<file path="src/rtl/sram_ctrl_if.sv">
// Host-side request/response bus of the SRAM controller.
// The host drives requests; the controller answers with ready, a completion pulse and read data.
interface sram_ctrl_if #(
    parameter int ADDR_W = 17
);
    logic              req_valid;
    logic              req_ready;
    logic              req_we;
    logic              req_word;
    logic [ADDR_W-1:0] req_addr;
    logic [15:0]       req_wdata;
    logic              resp_valid;
    logic [15:0]       resp_rdata;

    modport master (
        output req_valid, req_we, req_word, req_addr, req_wdata,
        input  req_ready, resp_valid, resp_rdata
    );

    modport slave (
        input  req_valid, req_we, req_word, req_addr, req_wdata,
        output req_ready, resp_valid, resp_rdata
    );
endinterface

</file>
<file path="src/rtl/sram_ctrl.sv">
// Host-side controller for a 128K x 8 asynchronous SRAM; a word access runs as two byte
// cycles, low byte first. All SRAM pins come straight from flops so the strobes never glitch.
//
// state   | meaning
// IDLE    | CE inactive, ready for a request
// SETUP   | CE active, address and write data presented, strobes high
// STROBE  | WE# or OE# low for WAIT cycles
// RECOVER | strobes high for TURN cycles, CE/address/data held
// DONE    | one-cycle completion pulse, CE inactive
module sram_ctrl #(
    parameter int ADDR_W = 17,
    parameter int WAIT   = 3,
    parameter int TURN   = 1
) (
    input  logic              clk,
    input  logic              rst,
    sram_ctrl_if.slave        bus,
    output logic [ADDR_W-1:0] sram_a,
    output logic [7:0]        sram_dq_o,
    output logic              sram_dq_oe,
    input  logic [7:0]        sram_dq_i,
    output logic              sram_ce_n,
    output logic              sram_ce2,
    output logic              sram_we_n,
    output logic              sram_oe_n
);
    localparam int CNT_MAX = (WAIT > TURN) ? WAIT : TURN;
    localparam int CNT_W   = $clog2(CNT_MAX + 1);

    typedef enum logic [2:0] {IDLE, SETUP, STROBE, RECOVER, DONE} state_t;

    state_t            state_q, state_d;
    logic [CNT_W-1:0]  cnt_q, cnt_d;
    logic              idx_q, idx_d;
    logic              we_q, we_d;
    logic              word_q, word_d;
    logic [ADDR_W-1:0] addr_q, addr_d;
    logic [15:0]       wdata_q, wdata_d;
    logic              req_ready_q, req_ready_d;
    logic              resp_valid_q, resp_valid_d;
    logic [15:0]       rdata_q, rdata_d;
    logic [ADDR_W-1:0] a_q, a_d;
    logic [7:0]        dq_o_q, dq_o_d;
    logic              dq_oe_q, dq_oe_d;
    logic              ce_n_q, ce_n_d;
    logic              ce2_q, ce2_d;
    logic              we_n_q, we_n_d;
    logic              oe_n_q, oe_n_d;
    logic              active;

    always_comb begin
        state_d = state_q;
        cnt_d   = cnt_q;
        idx_d   = idx_q;
        we_d    = we_q;
        word_d  = word_q;
        addr_d  = addr_q;
        wdata_d = wdata_q;
        rdata_d = rdata_q;
        a_d     = a_q;
        dq_o_d  = dq_o_q;

        case (state_q)
            IDLE: begin
                if (bus.req_valid && req_ready_q) begin
                    we_d    = bus.req_we;
                    word_d  = bus.req_word;
                    addr_d  = bus.req_addr;
                    wdata_d = bus.req_wdata;
                    idx_d   = 1'b0;
                    state_d = SETUP;
                end
            end
            SETUP: begin
                state_d = STROBE;
                cnt_d   = CNT_W'(WAIT - 1);
            end
            STROBE: begin
                if (cnt_q == '0) begin
                    state_d = RECOVER;
                    cnt_d   = CNT_W'(TURN - 1);
                    // Low byte clears the upper half so a byte read returns {00, byte}.
                    if (!we_q)
                        rdata_d = idx_q ? {sram_dq_i, rdata_q[7:0]} : {8'h00, sram_dq_i};
                end else begin
                    cnt_d = cnt_q - CNT_W'(1);
                end
            end
            RECOVER: begin
                if (cnt_q == '0) begin
                    if (word_q && !idx_q) begin
                        idx_d   = 1'b1;
                        state_d = SETUP;
                    end else begin
                        state_d = DONE;
                    end
                end else begin
                    cnt_d = cnt_q - CNT_W'(1);
                end
            end
            DONE:    state_d = IDLE;
            default: state_d = IDLE;
        endcase

        // Address and write data move only when a byte cycle starts.
        if (state_d == SETUP) begin
            a_d = addr_d + ADDR_W'(idx_d);
            if (we_d)
                dq_o_d = idx_d ? wdata_d[15:8] : wdata_d[7:0];
        end

        active       = (state_d == SETUP) || (state_d == STROBE) || (state_d == RECOVER);
        ce_n_d       = !active;
        ce2_d        = active;
        dq_oe_d      = active && we_d;
        we_n_d       = !((state_d == STROBE) && we_d);
        oe_n_d       = !((state_d == STROBE) && !we_d);
        resp_valid_d = (state_d == DONE);
        req_ready_d  = (state_d == IDLE);
    end

    always_ff @(posedge clk) begin
        if (rst) begin
            state_q      <= IDLE;
            cnt_q        <= '0;
            idx_q        <= 1'b0;
            we_q         <= 1'b0;
            word_q       <= 1'b0;
            addr_q       <= '0;
            wdata_q      <= '0;
            req_ready_q  <= 1'b0;
            resp_valid_q <= 1'b0;
            rdata_q      <= '0;
            a_q          <= '0;
            dq_o_q       <= '0;
            dq_oe_q      <= 1'b0;
            ce_n_q       <= 1'b1;
            ce2_q        <= 1'b0;
            we_n_q       <= 1'b1;
            oe_n_q       <= 1'b1;
        end else begin
            state_q      <= state_d;
            cnt_q        <= cnt_d;
            idx_q        <= idx_d;
            we_q         <= we_d;
            word_q       <= word_d;
            addr_q       <= addr_d;
            wdata_q      <= wdata_d;
            req_ready_q  <= req_ready_d;
            resp_valid_q <= resp_valid_d;
            rdata_q      <= rdata_d;
            a_q          <= a_d;
            dq_o_q       <= dq_o_d;
            dq_oe_q      <= dq_oe_d;
            ce_n_q       <= ce_n_d;
            ce2_q        <= ce2_d;
            we_n_q       <= we_n_d;
            oe_n_q       <= oe_n_d;
        end
    end

    assign bus.req_ready  = req_ready_q;
    assign bus.resp_valid = resp_valid_q;
    assign bus.resp_rdata = rdata_q;
    assign sram_a         = a_q;
    assign sram_dq_o      = dq_o_q;
    assign sram_dq_oe     = dq_oe_q;
    assign sram_ce_n      = ce_n_q;
    assign sram_ce2       = ce2_q;
    assign sram_we_n      = we_n_q;
    assign sram_oe_n      = oe_n_q;
endmodule
</file>
<file path="src/flat_wrapper.sv">
// flat-port wrapper written by rule: the top's interface ports become plain ports
module sram_ctrl_flat 
#(
    parameter int ADDR_W = 17,
    parameter int WAIT   = 3,
    parameter int TURN   = 1
)
  (clk, rst, sram_a, sram_dq_o, sram_dq_oe, sram_dq_i, sram_ce_n, sram_ce2, sram_we_n, sram_oe_n, bus_req_valid, bus_req_we, bus_req_word, bus_req_addr, bus_req_wdata, bus_req_ready, bus_resp_valid, bus_resp_rdata);
  sram_ctrl_if #(.ADDR_W(ADDR_W)) bus_i ();
  input  logic clk;
  input  logic rst;
  output logic [ADDR_W-1:0] sram_a;
  output logic [7:0] sram_dq_o;
  output logic sram_dq_oe;
  input  logic [7:0] sram_dq_i;
  output logic sram_ce_n;
  output logic sram_ce2;
  output logic sram_we_n;
  output logic sram_oe_n;
  input wire logic [$bits(bus_i.req_valid)-1:0] bus_req_valid;
  input wire logic [$bits(bus_i.req_we)-1:0] bus_req_we;
  input wire logic [$bits(bus_i.req_word)-1:0] bus_req_word;
  input wire logic [$bits(bus_i.req_addr)-1:0] bus_req_addr;
  input wire logic [$bits(bus_i.req_wdata)-1:0] bus_req_wdata;
  output wire logic [$bits(bus_i.req_ready)-1:0] bus_req_ready;
  output wire logic [$bits(bus_i.resp_valid)-1:0] bus_resp_valid;
  output wire logic [$bits(bus_i.resp_rdata)-1:0] bus_resp_rdata;
  assign bus_i.req_valid = bus_req_valid;
  assign bus_i.req_we = bus_req_we;
  assign bus_i.req_word = bus_req_word;
  assign bus_i.req_addr = bus_req_addr;
  assign bus_i.req_wdata = bus_req_wdata;
  assign bus_req_ready = bus_i.req_ready;
  assign bus_resp_valid = bus_i.resp_valid;
  assign bus_resp_rdata = bus_i.resp_rdata;
  sram_ctrl #(.ADDR_W(ADDR_W), .WAIT(WAIT), .TURN(TURN)) u_core (.clk(clk), .rst(rst), .bus(bus_i), .sram_a(sram_a), .sram_dq_o(sram_dq_o), .sram_dq_oe(sram_dq_oe), .sram_dq_i(sram_dq_i), .sram_ce_n(sram_ce_n), .sram_ce2(sram_ce2), .sram_we_n(sram_we_n), .sram_oe_n(sram_oe_n));
endmodule
</file>
<file path="config.mk">
export PLATFORM = sky130hd
export DESIGN_NAME = sram_ctrl_flat
export DESIGN_NICKNAME = d
export VERILOG_FILES = /design/src/rtl/sram_ctrl_if.sv /design/src/rtl/sram_ctrl.sv /design/src/flat_wrapper.sv
export SDC_FILE = /design/constraint.sdc
export NUM_CORES = 1
export LEC_CHECK = 0
export ABC_AREA = 1
export BUFFER_PORTS_ARGS = -buffer_cell sky130_fd_sc_hd__buf_2
export CORE_MARGIN = 8
export CORE_UTILIZATION = 45
export CTS_BUF_LIST = sky130_fd_sc_hd__clkbuf_8
export DETAILED_ROUTE_END_ITERATION = 7
export GPL_TIMING_DRIVEN = 0
export PLACE_DENSITY = 0.76
export SETUP_SLACK_MARGIN = 0.2
export SLEW_MARGIN = 30
export SYNTH_ARGS = -nofsm -noshare
export SYNTH_HDL_FRONTEND = slang
export SYNTH_SLANG_ARGS = --single-unit
</file>
<file path="constraint.sdc">
create_clock -name clk -period 4.27 [get_ports clk]
set_input_delay 0.2135 -clock clk [delete_from_list [all_inputs] [get_ports clk]]
set_output_delay 0.2135 -clock clk [all_outputs]
set_load 0.02 [all_outputs]
</file>
==> results.cfg <==
[floorplanning]
fp.dieW_um = 114.1
initial_core_util = 0.4536
die_area_um2 = 13020
die_h_um = 114.1
ioPinCount = 94
core_um2 = 9549
num_rows = 36

[clock_tree]
postCtsSetupBuffers = 0
clock_latency_ns = 0.37
cts-buffers-inserted = 9
cts_max_level = 3
cts_resized = 0
cts_buffer_depth = 2
tritoncts = yes
path_clk_slew_ns = 0.10
cts_root_buffer = clkbuf_8
clock_sink_count = 89
cts_hold_buffers = 0

[setup_path]
required_ns = 4.54
crit_fanout = 10
critPathCaptureType = flop
cp_num_buf_inv = 3
cp_slowest_cell = dfxtp_1
crit_family = simple AND/OR/NAND/NOR gates
cp_common_cell = nand2_1
cp_slowest_stage_delay_ns = 0.42
crit_chain = nand2_2, nor2_4, nand2_4, inv_2, clkbuf_1, nand2_1, nand2_1, ha_1, ha_1, nand3_4, nor2_4, nand2_1, nand2_1, nand3_1, nand2_1, inv_1
start_kind = flop
reg2reg_slack_ns = 1.57
crit_type = reg2reg
arrival_ns = 2.97

[power]
pwr-share-seq = 0.389
swShare = 0.4078
clkPwrFrac = 0.223
p_sw_uw = 1095
comb_power_share = 0.388
leakage_uw = 0.002555
powerDensity_nw_per_um2 = 519.9
power_uw = 2686
intPower_uw = 1591
ir_drop_uv = 251.2

[sta]
final_hold_viol_count = 0
setup_tns_ns = 0
worst_hold_slack_ns = 0.06818
worstMarginPinSlew_ns = 0.5964
relSlewSlack = 0.6024
fin_crit_sh = 0.6328
fmax_mhz = 370.1
maxSlewViolCount = 0
fin_skew_ns = 0.008515
grt_setup_unrepaired = no
final-setup-viol-count = 0
fin_crit_ns = 2.702

[place]
post-dp-hpwl_mm = 9.029
port_buffers = 93
routabilityCongestion = 0.8667
placed_area_um2 = 4964
placed_cells = 849

[global_routing]
grtUsageTotal = 0.1842
overflow = 0
grt_max_degree = 17
grt_pass1_vias = 4189
grt_antenna_before_repair = 0
grt_first_pass_wirelength_mm = 19.38

[drt]
wl_per_cell_um = 13.58
first_pass_iters = 5
post-route-drc-count = 0
vias_per_cell = 4.943
drtAntennaViolNets = 0
drt_iter0_markers = 372
num_vias = 4276
wirelength_mm = 11.75

[flow_run]
maxCapViolCount = 0

[synth]
syn_nets = 675
ys_warn_count = 0
syn_area_per_cell_um2 = 6.953
synth_common_cells = 150 x nand2_1, 111 x nor2_1, 89 x dfxtp_1
ys.flop_type = dfxtp_1
synth-seq-cells = 89
synth_top_area_share = 0.4113
syn_inst = 623
synth.most_common_cell = nand2_1
synth.cell_area_um2 = 4332
synth_edf_count = 0
synthArstFlopShare = 0
synth.top_cells.by_area = dfxtp_1 41%, nand2_1 13%, nor2_1 9.6%
synth_top_area_cell = dfxtp_1
yosysSeqAreaShare = 0.4113
synth_cell_types = 36

[finish]
num_antenna_cells = 0
area_growth_pct = 19.27
fin_cells = 865
final_cell_area_um2 = 5166
drive_gt1_frac = 0.2199
nets = 779

[outcome]
status = finished, final reports clean

[hold_path]
hold_path.class = in2reg
[placed cells by master, fill, tap and decap left out, types with 5 or more instances in the layout]
cell type    n
dfxtp_1     89
a21oi_1     24
nand2_2      7
nand2_1    150
inv_1       57
nor2_2       8
nor2_4       5
buf_6        5
o21ai_0     26
clkbuf_8     9
inv_2        6
nor3_1       7
mux2i_1      8
nor2_1     111
nand3_1     57
ha_1         6
buf_2      100
clkbuf_1    10
[final timing paths]
check                           startpoint                  endpoint  depth (start not counted)
setup / recovery      u_core.bus.req_ready         u_core.sram_a[16]                         16
hold / removal           bus_req_wdata[15]        u_core.wdata_q[15]                          3
setup reg to reg      u_core.bus.req_ready         u_core.sram_a[16]                         16
hold reg to reg   u_core.bus.resp_rdata[4]  u_core.bus.resp_rdata[4]                          2
[sequential cells by signal (all words and copies together), names as in the netlist, 2 cells and up]
signal,cells
u_core.bus.resp_rdata,16
u_core.cnt_q,2
u_core.state_q,3
u_core.addr_q,17
u_core.sram_a,17
u_core.sram_dq_o,8
u_core.wdata_q,16
[power by group through the flow]
stage	logic, uW	registers [uW]	clock network (uW)
6_report	1040	1040	600
5_1_grt	1170	1060	651
4_1_cts	1040	1040	613
3_5_place_dp	1040	1060	0
3_3_place_gp	1010	1060	0
2_1_floorplan	666	1140	0
[tightest hold or removal path, stage by stage]
cell    delay (ns)
buf_2         0.08
nor2_1        0.03
nor2_1        0.08
[layout make-up]
type	count	area, um^2
inverters	62	232.7
flip-flops and latches	89	1782
multi-input cells	445	2155
clock inverters	7	78.83
plain buffers	27	162.7
clock buffers	9	123.9
repair buffers	93	465.4
well taps	133	166.4
fillers	936	4383
[per-stage QoR]
step                      worst slack, ns  utilization
final                               1.568       0.5410
after global routing                1.307       0.5410
after CTS                           1.576       0.5410
after detailed placement            1.611       0.5198
after global placement              1.631       0.5198
after floorplan                     1.921            -
[layer usage]
metal	global-route usage	vias up	routed length, um
li1	-	2162	-
met1	0.2129	1967	5103
met2	0.3190	130	5756
met3	0.05485	17	719
met4	0.05768	0	172
met5	0	-	0
[cells by family after synthesis]
logic type / Yosys count / share of synthesized area
AOI/OAI and AO/OA: 62 / 0.07972
muxes: 8 / 0.01849
and+or+nand+nor: 364 / 0.3717
buffers and inverters: 89 / 0.09127
DFF: 89 / 0.4113
adders and majority gates: 6 / 0.01733
xor gates and xnor gates: 5 / 0.01011
Note: power is estimated with default switching activity, not from simulation.
